`src/rtl/display_scan_ctrl.sv`:
```
`timescale 1ns/1ps
// ---------------------------------------------------------------------------
// display_scan_ctrl
//
// Time-multiplexing scanner for a four-digit seven-segment display.
// A shadow copy of four BCD digits, their decimal points and the
// leading-zero enable is held constant for a whole frame. Each digit gets one
// slot of REFRESH_DIV cycles. The first DEAD_CYCLES cycles of a slot keep all
// anodes off, and the rest of the slot lights the digit's anode. Digits with
// invalid codes (>9) are blanked. Leading zeros are blanked when enabled.
//
// Ports
//   clk         in   system clock, rising edge
//   rst_n       in   asynchronous active-low reset
//   digits_in   in   [15:12] digit 3 (leftmost) .. [3:0] digit 0 (rightmost)
//   dp_in       in   decimal-point request, bit i <-> digit i
//   lz_en       in   leading-zero suppression enable
//   load        in   strobe: stage digits_in/dp_in/lz_en for the next frame
//   an          out  active-low anode enables, at most one low
//   digit       out  BCD value of the scanned digit for the segment decoder
//   dp          out  decimal point of the scanned digit, active-high
//   digit_sel   out  index of the scanned digit
//   frame_done  out  one-cycle pulse on the first cycle of each new frame
// ---------------------------------------------------------------------------
module display_scan_ctrl #(
    parameter int REFRESH_DIV = 100000,
    parameter int DEAD_CYCLES = 1000
) (
    input  logic        clk,
    input  logic        rst_n,
    input  logic [15:0] digits_in,
    input  logic [3:0]  dp_in,
    input  logic        lz_en,
    input  logic        load,
    output logic [3:0]  an,
    output logic [3:0]  digit,
    output logic        dp,
    output logic [1:0]  digit_sel,
    output logic        frame_done
);

    localparam int CW = $clog2(REFRESH_DIV);
    localparam logic [CW-1:0] CNT_MAX = CW'(REFRESH_DIV - 1);
    localparam logic [CW-1:0] DEAD_C  = CW'(DEAD_CYCLES);

    typedef enum logic {
        S_DEAD = 1'b0,
        S_ON   = 1'b1
    } state_t;

    // Blanking decision for digit idx of a shadow image.
    function automatic logic is_blank(input logic [15:0] nibs,
                                      input logic        lz,
                                      input logic [1:0]  idx);
        logic [3:0] n;
        logic       upper_zero;
        n          = nibs[4*idx +: 4];
        upper_zero = 1'b1;
        for (int j = 0; j < 4; j++) begin
            if (j >= int'(idx) && nibs[4*j +: 4] != 4'd0) begin
                upper_zero = 1'b0;
            end
        end
        return (n > 4'd9) || (lz && (idx != 2'd0) && upper_zero);
    endfunction

    // Scan state
    logic          run_q;
    logic [CW-1:0] cnt_q, cnt_d;
    logic [1:0]    sel_q, sel_d;
    state_t        state_q, state_d;
    logic          boundary;

    // Staging and shadow registers
    logic [15:0]   stg_digits_q;
    logic [3:0]    stg_dp_q;
    logic          stg_lz_q;
    logic          pend_q;
    logic [15:0]   sh_digits_q, sh_digits_d;
    logic [3:0]    sh_dp_q, sh_dp_d;
    logic          sh_lz_q, sh_lz_d;

    // Output registers
    logic [3:0]    an_q;
    logic [3:0]    digit_q;
    logic          dp_q;
    logic          frame_done_q;

    always_comb begin
        cnt_d    = cnt_q;
        sel_d    = sel_q;
        boundary = 1'b0;
        // The first edge after reset release only arms the scanner, so the
        // first slot begins cleanly on a full clock cycle.
        if (run_q) begin
            if (cnt_q == CNT_MAX) begin
                cnt_d    = '0;
                sel_d    = sel_q + 2'd1;
                boundary = (sel_q == 2'd3);
            end else begin
                cnt_d = cnt_q + CW'(1);
            end
        end

        // The shadow moves only at the frame boundary. A load on that very
        // cycle bypasses staging so it is seen one cycle later.
        sh_digits_d = sh_digits_q;
        sh_dp_d     = sh_dp_q;
        sh_lz_d     = sh_lz_q;
        if (boundary) begin
            if (load) begin
                sh_digits_d = digits_in;
                sh_dp_d     = dp_in;
                sh_lz_d     = lz_en;
            end else if (pend_q) begin
                sh_digits_d = stg_digits_q;
                sh_dp_d     = stg_dp_q;
                sh_lz_d     = stg_lz_q;
            end
        end

        if (cnt_d == '0) begin
            state_d = S_DEAD;
        end else if (state_q == S_DEAD && cnt_d == DEAD_C) begin
            state_d = S_ON;
        end else begin
            state_d = state_q;
        end
    end

    // Outputs are computed from next state, so they line up with cnt/sel.
    always_ff @(posedge clk or negedge rst_n) begin
        if (!rst_n) begin
            run_q        <= 1'b0;
            cnt_q        <= '0;
            sel_q        <= 2'd0;
            state_q      <= S_DEAD;
            stg_digits_q <= 16'h0000;
            stg_dp_q     <= 4'h0;
            stg_lz_q     <= 1'b0;
            pend_q       <= 1'b0;
            sh_digits_q  <= 16'h0000;
            sh_dp_q      <= 4'h0;
            sh_lz_q      <= 1'b0;
            an_q         <= 4'b1111;
            digit_q      <= 4'h0;
            dp_q         <= 1'b0;
            frame_done_q <= 1'b0;
        end else begin
            run_q   <= 1'b1;
            cnt_q   <= cnt_d;
            sel_q   <= sel_d;
            state_q <= state_d;

            if (load) begin
                stg_digits_q <= digits_in;
                stg_dp_q     <= dp_in;
                stg_lz_q     <= lz_en;
            end
            if (boundary) begin
                pend_q <= 1'b0;
            end else if (load) begin
                pend_q <= 1'b1;
            end

            sh_digits_q <= sh_digits_d;
            sh_dp_q     <= sh_dp_d;
            sh_lz_q     <= sh_lz_d;

            // digit/dp are latched once per slot, on its first DEAD cycle.
            if (cnt_d == '0) begin
                digit_q <= sh_digits_d[4*sel_d +: 4];
                dp_q    <= sh_dp_d[sel_d];
            end

            if (state_d == S_ON && !is_blank(sh_digits_d, sh_lz_d, sel_d)) begin
                an_q <= ~(4'b0001 << sel_d);
            end else begin
                an_q <= 4'b1111;
            end

            frame_done_q <= boundary;
        end
    end

    assign an         = an_q;
    assign digit      = digit_q;
    assign dp         = dp_q;
    assign digit_sel  = sel_q;
    assign frame_done = frame_done_q;

endmodule

```
`config.mk`:
```
export PLATFORM = sky130hd
export DESIGN_NAME = display_scan_ctrl
export DESIGN_NICKNAME = d
export VERILOG_FILES = /design/src/rtl/display_scan_ctrl.sv
export SDC_FILE = /design/constraint.sdc
export NUM_CORES = 1
export LEC_CHECK = 0
export CAP_MARGIN = 0
export CORE_ASPECT_RATIO = 0.7
export CORE_MARGIN = 2
export CORE_UTILIZATION = 40
export CTS_CLUSTER_SIZE = 10
export DETAILED_ROUTE_END_ITERATION = 10
export PLACE_DENSITY = 0.62
export SYNTH_ARGS = -nofsm -noshare
export SYNTH_HDL_FRONTEND = slang
export SYNTH_SLANG_ARGS = --single-unit
```
`constraint.sdc`:
```
create_clock -name clk -period 3.7 [get_ports clk]
set_input_delay 0.74 -clock clk [delete_from_list [all_inputs] [get_ports clk]]
set_output_delay 0.74 -clock clk [all_outputs]
set_load 0.02 [all_outputs]
```
; ---- Yosys cells after proc, flatten, opt, wreduce, memory -nomap -nowiden
; Cells that the tools add are included.
[word_totals]
elab_cells = 71
ff_bits = 74
out_inout_bits = 12
in_bits = 24
[classes]
reduce_logical = 16
n_eq_ne = 3
n_addsub = 2
mux = 26
order_cmp = 5
bitwise_logic = 2
n_shift = 2
[op_table]
columns = cell, n
row1 = 16-bit 2-to-1 mux, 3
row2 = 17-bit 2-to-1 mux, 2
row3 = 17-bit by 1-bit adder with 17-bit output (second input constant), 1
row4 = 17-bit by 10-bit equality test with 1-bit output (second input constant), 1
row5 = 17-bit equality test (second input constant), 1
row6 = 17-bit zero test, 1
row7 = 4-bit 2-to-1 mux, 4
row8 = 4-bit nonzero test, 4
row9 = 16-bit by 5-bit variable part select with 4-bit output, 1
row10 = 1-bit 2-to-1 mux, 14
row11 = 1-bit logical AND, 7
row12 = 1-bit by 2-bit greater-or-equal comparator with 1-bit output (first input constant), 2
row13 = 4-bit > comparator (second input constant), 1
row14 = 2-bit 2-to-1 mux, 2
row15 = 4-bit NOT, 1
row16 = 2-bit nonzero test, 2
row17 = 1-bit by 2-bit left shift with 4-bit output (first input constant), 1
row18 = 2-bit by 3-bit less-than comparator with 1-bit output (second input constant), 1
row19 = 2-bit by 1-bit adder with 2-bit output (second input constant), 1
row20 = 1-bit binary-select mux with 2-bit select, 1
row21 = 2-bit equality test (second input constant), 1
row22 = 2-bit greater-or-equal comparator (first input constant), 1
row23 = 1-bit zero test, 1
row24 = 1-bit logical OR, 1
row25 = 1-bit NOT, 1

; ---- Depth between registers and ports, before layout
; Gate-level depths: netlist of the first run.
[logic_depth]
ltp_word = 15
mapped_depth = 11
depth_no_buf = 10

; ---- Least setup slack after synthesis of the first run
; OpenSTA, ideal clock, no wires.
[synth_timing]
path_kind = input-to-reg
from = input load
to = register dp_q, in the netlist dp
path_stages = 9
n_path_buf = 2
setup_slack_ps = 479
arrival_time_ps = 3097
t_required_ps = 3575
setup_time_ps = 125
cell_sequence = clkbuf_1 -> nor2_1 -> or2_2 -> nor2_1 -> buf_2 -> mux2_2 -> mux2_2 -> mux4_2 -> mux2_2
[synth_between]
elab_chain_len = 4
[synth_lines]
columns = element, line
row1 = "start, declared", 34  ; input logic load,
row2 = 4-bit 2-to-1 mux, 111  ; if (load) begin
row3 = 4-bit 2-to-1 mux, 110  ; if (boundary) begin
row4 = net sh_dp_d[2], 80  ; logic [3:0] sh_dp_q, sh_dp_d;
row5 = 1-bit binary-select mux with 2-bit select, 173  ; dp_q <= sh_dp_d[sel_d];
row6 = 1-bit 2-to-1 mux (implied by the code), 173
row7 = "end signal, assigned", 173
row8 = "end, declared", 86  ; logic dp_q;
; The timed path passes the listed nets, and every way through them passes these cells. The select of a mux whose other input is x is not followed.
; A chain may end at the register's enable or synchronous reset.

; ---- Worst setup path in the final report of the first run
[layout_timing]
from = register cnt_q[0]
to = register an_q[1], in the netlist an[1]
[layout_between]
word_cells_on_any_way = 40
classes_between = add/sub (1) / order compare (4) / eq/ne (2) / shift (2) / mux (15) / bitwise (1) / reduce/logical (15)
[layout_lines]
columns = element, line
row1 = "start, declared", 69  ; logic [CW-1:0] cnt_q, cnt_d;
row2 = "start signal, assigned", 151  ; cnt_q <= cnt_d;
row3 = 17-bit equality test (*), 96  ; if (cnt_q == CNT_MAX) begin
row4 = 1-bit 2-to-1 mux (*), 96
row5 = 1-bit 2-to-1 mux (*), 95  ; if (run_q) begin
row6 = 16-bit 2-to-1 mux (*), 110
row7 = net sh_digits_d[9], 79  ; logic [15:0] sh_digits_q, sh_digits_d;
row8 = "parallel branches: the longest is 5 deep, another holds 4-bit > comparator", n/a
row9 = 1-bit logical OR (*), 64  ; return (n > 4'd9) || (lz && (idx != 2'd0) && upper_zero);
row10 = 1-bit zero test (*), 176  ; if (state_d == S_ON && !is_blank(sh_digits_d, sh_lz_d, sel_d)) begin
row11 = 1-bit logical AND (*), 176
row12 = 4-bit 2-to-1 mux (*), 176
row13 = "end signal, assigned", 177  ; an_q <= ~(4'b0001 << sel_d);
row14 = "end, declared", 84  ; logic [3:0] an_q;
; Mark *: on every way through the listed nets, which the timed path passes.

==> results of run 1 <==
## synthesized netlist by cell type (9+ instances only)
| cell | n |
|---|---|
| nor3_1 | 9 |
| clkbuf_1 | 10 |
| dfrtp_1 | 70 |
| mux2i_1 | 11 |
| xnor2_1 | 9 |
| inv_1 | 10 |
| a21oi_1 | 9 |
| nand4_1 | 11 |
| mux2_2 | 31 |
| nand2_1 | 28 |
| nor2_1 | 21 |
| o21ai_0 | 9 |
| nand3_1 | 10 |
## cell families after synthesis
family / share of synthesized area (%)
AOI/OAI and AO/OA: 12.2
xor gates and xnor gates: 3.90
adders and majority gates: 0.655
buffers and inverters: 3.51
DFF: 48.6
muxes: 13.2
other: 0.0982
and+or+nand+nor: 17.9
## report_power, final
| part | internal [W] | switching [W] |
|---|---|---|
| clock network | 0.000617 | 0.000348 |
| registers | 0.000865 | 0.0000547 |
| logic | 0.000116 | 0.000126 |
| total | 0.00160 | 0.000529 |
## per-stage QoR
step	hold WS (ns)	area, sq um
after floorplan	0.439	3820
after CTS	0.498	4650
after global routing	0.521	4650
after global placement	0.458	4320
final	0.499	4650
after detailed placement	0.480	4320
## worst max-delay path, stage by stage (launching register included)
cell,delay (ns)
dfrtp_1,0.46
ha_1,0.32
nand4bb_1,0.11
or4_1,0.58
nor2_1,0.35
buf_4,0.23
mux2_2,0.35
and2_0,0.16
o32a_1,0.32
o221ai_2,0.22
o2111ai_1,0.17
## worst min path at each step
stage / from / endpoint / slack, ns / cells past startpoint
finish: digit[0] / digit[0] / 0.50 / 1
detailed placement: digit[0] / digit[0] / 0.48 / 1
CTS: digit[0] / digit[0] / 0.50 / 1
floorplan: rst_n / cnt_q[0] / 0.44 / 0
global route: sh_digits_q[1] / sh_digits_q[1] / 0.52 / 1
global placement: sh_lz_q / sh_lz_q / 0.46 / 2
## state kept, by name, indices dropped and copies added, names as in the netlist, 2 cells and up
register / flops
an: 4
cnt_q: 17
digit: 4
digit_sel: 2
sh_digits_q: 16
sh_dp_q: 4
stg_digits_q: 16
stg_dp_q: 4
## metal layers
metal / vias to the layer above / track usage [%] / wire length [um]
li1: 1384 / - / -
met4: 0 / 6.03 / 83
met3: 7 / 4.45 / 634
met5: - / 0 / 0
met1: 1412 / 28.3 / 4620
met2: 114 / 24.4 / 3680
## final cells by class
cell class | count | area (sq um)
Sequential cell | 74 | 1860
Clock buffer | 10 | 239
Clock inverter | 6 | 95.1
Fill cell | 810 | 4530
Inverter | 11 | 41.3
Tap cell | 124 | 155
Timing Repair Buffer | 47 | 438
Multi-Input combinational cell | 251 | 1830
==> summary.txt, run 1 <==
Run status
  – Status: complete, no violations

Setup path
  – Worst reg-to-reg setup slack: around 0.31 ns
  – WS Path Type: reg2reg
  – Startpoint types: register
  – Worst reg2reg endpoint: an[1]
  – Crit. End Element: register
  – Worst endpoint required time: a little under 4 ns
  – CP Max Fanout: 7
  – Critical Path AT: about 3.6 ns
  – Worst r2r src: cnt_q[0]
  – Worst reg2reg path depth: 10
  – CP Capture Point: an[1]
  – Setup crit start: cnt_q[0]

Timing
  – Final-report setup violation count: 0
  – Fin crit share: 91.7%
  – Fmax: 295 MHz
  – Clock skew: 0.00968 ns
  – Max Slew Vio Count: 0
  – Final worst setup slack: 0.308 ns
  – Tightest Pin Transition: a little over 0.9 ns
  – Slew HR: a little under two fifths
  – Fin. Hold Viols: 0
  – Final min period: approximately 3.4 ns
  – RSZ-0062 raised after global routing: no
  – Setup TNS: 0 ns

Global routing
  – Initial antenna violation count: 0
  – Total track usage: 18.2%
  – Largest net degree at the start of global routing: between 70 and 80
  – Gr ovfl total: 0
  – First-pass GRT wire length: 14400 um
  – Vias in the first global route: around 2700

Yosys
  – Mean Syn Cell Area: roughly 11 sq um
  – Ys Warns: 0
  – Register area share after synthesis: 48.6%
  – Mapped cell area: about 3800 sq um
  – Syn Inst Count: approximately 360
  – Synth top area cells: dfrtp_1 (46%), mux2_2 (9.1%), mux2i_1 (2.9%), dfstp_2 (2.8%), nand2_1 (2.8%)
  – #FFs+latches synth: between 70 and 80
  – Synth Flop Type: dfrtp_1
  – Largest area contributor in the netlist: dfrtp_1
  – Number of synthesized flops with an enable pin: 0
  – Yosys cell types: 69
  – Top cell type's share of synthesized area: a little under half
  – Mapped Nets: approximately 380
  – Ys async rst share: 100%

Power and ir drop
  – VDD IR-drop max: 0.192 mV
  – PD cells: 457 nW/um^2
  – LEAKAGE: roughly 2.0 nW
  – Power Total: 0.00213 W

Clock network
  – TritonCTS Buffers: 9
  – Clk root buf: clkbuf_16
  – Clock Latency Late Sink: roughly 0.33 ns
  – H-tree depth: 3
  – CTS Buffer Depth: 2
  – Clock sink count: between 70 and 80
  – Clock-pin slew on the worst setup and hold paths: around 0.060 ns
  – Post-CTS setup repair buffer count: 0
  – CTS tree: yes
  – Hold_buf cts: 0
  – PostCTS Resize Cnt: 0

Routing
  – Vias/cell: between 5 and 6
  – Post-route antenna net violation count: 0
  – Final wirelength: roughly 9000 um
  – DR vias: 2917
  – DR DRC count: 0
  – TritonRoute pass-1 iters: 4
  – DR WL/cell: 17.2 um
  – DR iter-0 viols: 126

Floorplan
  – Io pins: 36
  – Initial core utilization: just over 40%
  – Die span in x: roughly 120 um
  – Die H: roughly 86 um
  – Die area: 10400 sq um
  – FP Rows: 29
  – Core area: roughly 9200 sq um

Placed design
  – Port bufs: 35
  – Placed insts: approximately 510
  – DP HPWL: 6440 um
  – Pre-CTS WS: 0.282 ns
  – GPL Wtd Cong: 0.901

Flow run
  – # Max-Cap Violations: 0

Final layout
  – Most frequent cells in the layout: dfrtp_1 (70), clkdlybuf4s50_1 (34), mux2_2 (31)
  – Area grow syn2layout: 21.9%
  – Fin util: roughly half
  – Commonest non-fill, non-tap cell in the layout: dfrtp_1
  – ANT cells: 0
  – Nets@finish: 420
  – Share of layout cells above drive strength 1: 19.8%
  – Fin cells: roughly 520

Hold path
  – Hold crit path type: reg2reg
No activity file was read; power rests on OpenSTA's default activity.
==> inputs of run 2 (changes only) <==
--- a/config.mk
+++ b/config.mk
@@ -5,13 +5,15 @@
 export SDC_FILE = /design/constraint.sdc
 export NUM_CORES = 1
 export LEC_CHECK = 0
+export ABC_AREA = 1
 export CAP_MARGIN = 0
 export CORE_ASPECT_RATIO = 0.7
-export CORE_MARGIN = 2
+export CORE_MARGIN = 1
 export CORE_UTILIZATION = 40
 export CTS_CLUSTER_SIZE = 10
 export DETAILED_ROUTE_END_ITERATION = 10
 export PLACE_DENSITY = 0.62
+export SLEW_MARGIN = 40
 export SYNTH_ARGS = -nofsm -noshare
 export SYNTH_HDL_FRONTEND = slang
 export SYNTH_SLANG_ARGS = --single-unit
==> run 2 against run 1 <==
Global-route usage increased by 1.7 points. Via count up 12%. Die area shrank 2.0%. Synthesized area is 2.1% higher. Clock skew decreased by 0.0047 ns. First-iteration DRC count up 120%. Design area is 1.7% higher. Combinational power hardly changed. Clock power rose by 11%. Non-clock buffer count is 10 lower. Sequential power down 1%. Utilization rose by 0.47 points. Largest cell class unchanged. Largest power group unchanged.
==> summary.txt, run 2 <==
Floorplan
  – Die H: 84.6 um (-1.4%)
  – FP Rows: 29 (unchanged)
  – Initial core utilization: 42.1% (+0.53 points)
  – Io pins: 36 (unchanged)
  – Die span in x: 120 um (-0.66%)
  – Die area: 10100 sq um (-2.0%)
  – Core area: 9250 sq um (+0.79%)

Run status
  – Status: complete, no violations

Timing
  – Clock skew: 0.00495 ns (-0.00474 ns)
  – Final-report setup violation count: 0 (unchanged)
  – Slew HR: 53.9% (+16 points)
  – Final min period: 2.73 ns (-0.665 ns)
  – Fin crit share: 73.7% (-18 points)
  – RSZ-0062 raised after global routing: no
  – Fmax: 367 MHz (+24%)
  – Tightest Pin Transition: 0.691 ns (-0.234 ns)
  – Max Slew Vio Count: 0 (unchanged)
  – Setup TNS: 0 ns (unchanged)
  – Fin. Hold Viols: 0 (unchanged)

Yosys
  – Register area share after synthesis: 47.6% (-0.98 points)
  – Syn Inst Count: 521 (+47%)
  – Ys Warns: 0 (unchanged)
  – Yosys cell types: 32 (-54%)
  – Count leader, synth: nand2_1
  – Number of synthesized flops with an enable pin: 0 (unchanged)
  – Mapped cell area: 3900 sq um (+2.1%)
  – Mean Syn Cell Area: 7.48 sq um (-30%)
  – Mapped Nets: 547 (+44%)
  – #FFs+latches synth: 74 (unchanged)
  – Ys async rst share: 100% (unchanged)
  – Synth Flop Type: dfrtp_1
  – Largest area contributor in the netlist: dfrtp_1
  – Top cell type's share of synthesized area: 44.9% (-0.93 points)
  – Synth top area cells: dfrtp_1 (45%), nand2_1 (21%), inv_1 (6.1%), nor2_1 (3.6%), nand3_1 (3.3%)
  – Top post-synthesis cells by count: nand2_1 (215), dfrtp_1 (70), inv_1 (63)

Clock network
  – Post-CTS setup repair buffer count: 0 (unchanged)
  – Hold_buf cts: 0 (unchanged)
  – Clock sink count: 74 (unchanged)
  – TritonCTS Buffers: 9 (unchanged)
  – CTS Buffer Depth: 2 (unchanged)
  – Clock-pin slew on the worst setup and hold paths: 0.06 ns (about the same)
  – PostCTS Resize Cnt: 0 (unchanged)
  – CTS tree: yes
  – Clk root buf: clkbuf_16
  – Clock Latency Late Sink: 0.33 ns (about the same)
  – H-tree depth: 3 (unchanged)

Final layout
  – Nets@finish: 587 (+40%)
  – Fin util: 51.2% (+0.47 points)
  – Top Registers: cnt_q x17, sh_digits_q x16, stg_digits_q x16
  – Most frequent cells in the layout: nand2_1 (215), dfrtp_1 (70), inv_1 (63)
  – Most flop-heavy register: cnt_q
  – ANT cells: 0 (unchanged)
  – Commonest non-fill, non-tap cell in the layout: nand2_1
  – Share of layout cells above drive strength 1: 10.4% (-9.4 points)
  – Area grow syn2layout: 21.4%
  – Max reg flops: 17 (unchanged)

Setup path
  – Worst endpoint required time: 3.97 ns (+0.04 ns)
  – Worst r2r src: cnt_q[0]
  – Worst reg2reg endpoint: an[2]
  – WS Path Type: in2reg
  – Crit-path most repeated cell: nand2_1
  – Critical Path AT: 2.99 ns (-0.63 ns)
  – Worst reg-to-reg setup slack: 1.02 ns (+0.71 ns)
  – Startpoint types: input port
  – Critical path's slowest cell: clkdlybuf4s50_1
  – Crit-path max cell delay: 0.42 ns (-0.16 ns)
  – Worst reg2reg path depth: 14 (+4)
  – Crit. End Element: register
  – CP Max Fanout: 22 (+15)
  – Critical path cell sequence: clkdlybuf4s50_1, buf_4, nor2_1, clkinv_1, nand3_2, inv_2, nand2_1, nand2_1, nor2_1, nand2_1, nand2_1, nand3_1, nand4_1

Hold path
  – Hold crit path type: in2async

Power and ir drop
  – VDD IR-drop max: 0.313 mV (+63%)
  – LEAKAGE: 2.56 nW (+26%)
  – PD cells: 468 nW/um^2 (+2.3%)

Global routing
  – Total track usage: 19.8% (+1.7 points)
  – Gr ovfl total: 0 (unchanged)
  – Largest net degree at the start of global routing: 75 (unchanged)
  – Vias in the first global route: 3037 (+12%)
  – First-pass GRT wire length: 15400 um (+6.9%)
  – Initial antenna violation count: 0 (unchanged)

Flow run
  – # Max-Cap Violations: 0 (unchanged)

Routing
  – DR vias: 3266 (+12%)
  – Final wirelength: 9190 um (+2.0%)
  – DR DRC count: 0 (unchanged)
  – DR WL/cell: 13.3 um (-23%)
  – DR iter-0 viols: 283 (+120%)
  – Vias/cell: 4.73 (-15%)
  – Post-route antenna net violation count: 0 (unchanged)
  – TritonRoute pass-1 iters: 4 (unchanged)

Placed design
  – GPL Wtd Cong: 0.869 (-3.5%)
  – DP HPWL: 6670 um (+3.5%)
  – Port bufs: 35 (unchanged)
==> run 2: cell count changes in the layout (fill, tap and decap cells not counted), moves of 8 or more <==
cell     previous run  this run
nand2_1            28       215
inv_1              10        63
mux2_2             31         0
nand3_1            10        26
nor2_1             21        37
buf_4              13         2
mux2i_1            11         0
xnor2_1             9         0
a21oi_1             9         1
nand4_1            11        19
==> run 2: metal layers <==
layer | vias up | part of all wire (%) | track usage, %
met5 | - | 0 | 0
met4 | 0 | 0.62 | 5.45
met3 | 4 | 5.5 | 5.57
met2 | 85 | 38 | 25.0
met1 | 1486 | 56 | 31.9
li1 | 1691 | - | -
==> run 2: area by class of cell <==
class | count | area, sq um
flip-flops and latches | 74 | 1860
inverters | 73 | 274
clock inverters | 5 | 125
multi-input cells | 366 | 1710
clock buffers | 11 | 243
repair buffers | 37 | 367
well taps | 124 | 155
fillers | 926 | 4520
==> run 2: cells by family after synthesis <==
| family | share of synthesized area (%) |
|---|---|
| buffers and inverters | 8.41 |
| other | 0.0962 |
| DFF | 47.6 |
| and+or+nand+nor | 38.3 |
| xor gates and xnor gates | 0.899 |
| AOI/OAI and AO/OA | 4.01 |
| adders and majority gates | 0.642 |
==> run 2: worst max path at each step <==
stage	start	end	cells past startpoint
6_report	load	an[2]	13
2_1_floorplan	load	an[2]	11
5_1_grt	load	an[1]	13
4_1_cts	load	an[2]	13
3_3_place_gp	load	digit[0]	12
3_5_place_dp	load	an[1]	13
==> run 2: metrics by stage <==
| stage | hold slack, ns | cell area, sq um | cells | power, W | worst slack (ns) |
|---|---|---|---|---|---|
| CTS | 0.453 | 4730 | 690 | 0.00224 | 1.02 |
| global placement | 0.453 | 4360 | 674 | 0.00116 | 0.768 |
| global route | 0.472 | 4730 | 690 | 0.00231 | 0.685 |
| floorplan | 0.433 | 3900 | 521 | 0.00107 | 1.76 |
| detailed placement | 0.455 | 4370 | 674 | 0.00116 | 0.680 |
| finish | 0.414 | 4730 | 690 | 0.00221 | 0.973 |
==> run 2: worst max-delay path: cells and delay by family <==
| family | cells | cell delay, ns |
|---|---|---|
| AND/OR/NAND/NOR | 9 | 1.21 |
| buffers and inverters | 4 | 1.03 |
==> run 2: report_power, final <==
part / switching, W / leakage, nW / internal [W]
registers: 0.0000491 / 0.960 / 0.000858
logic: 0.000151 / 1.42 / 0.0000889
clock network: 0.000322 / 0.180 / 0.000744
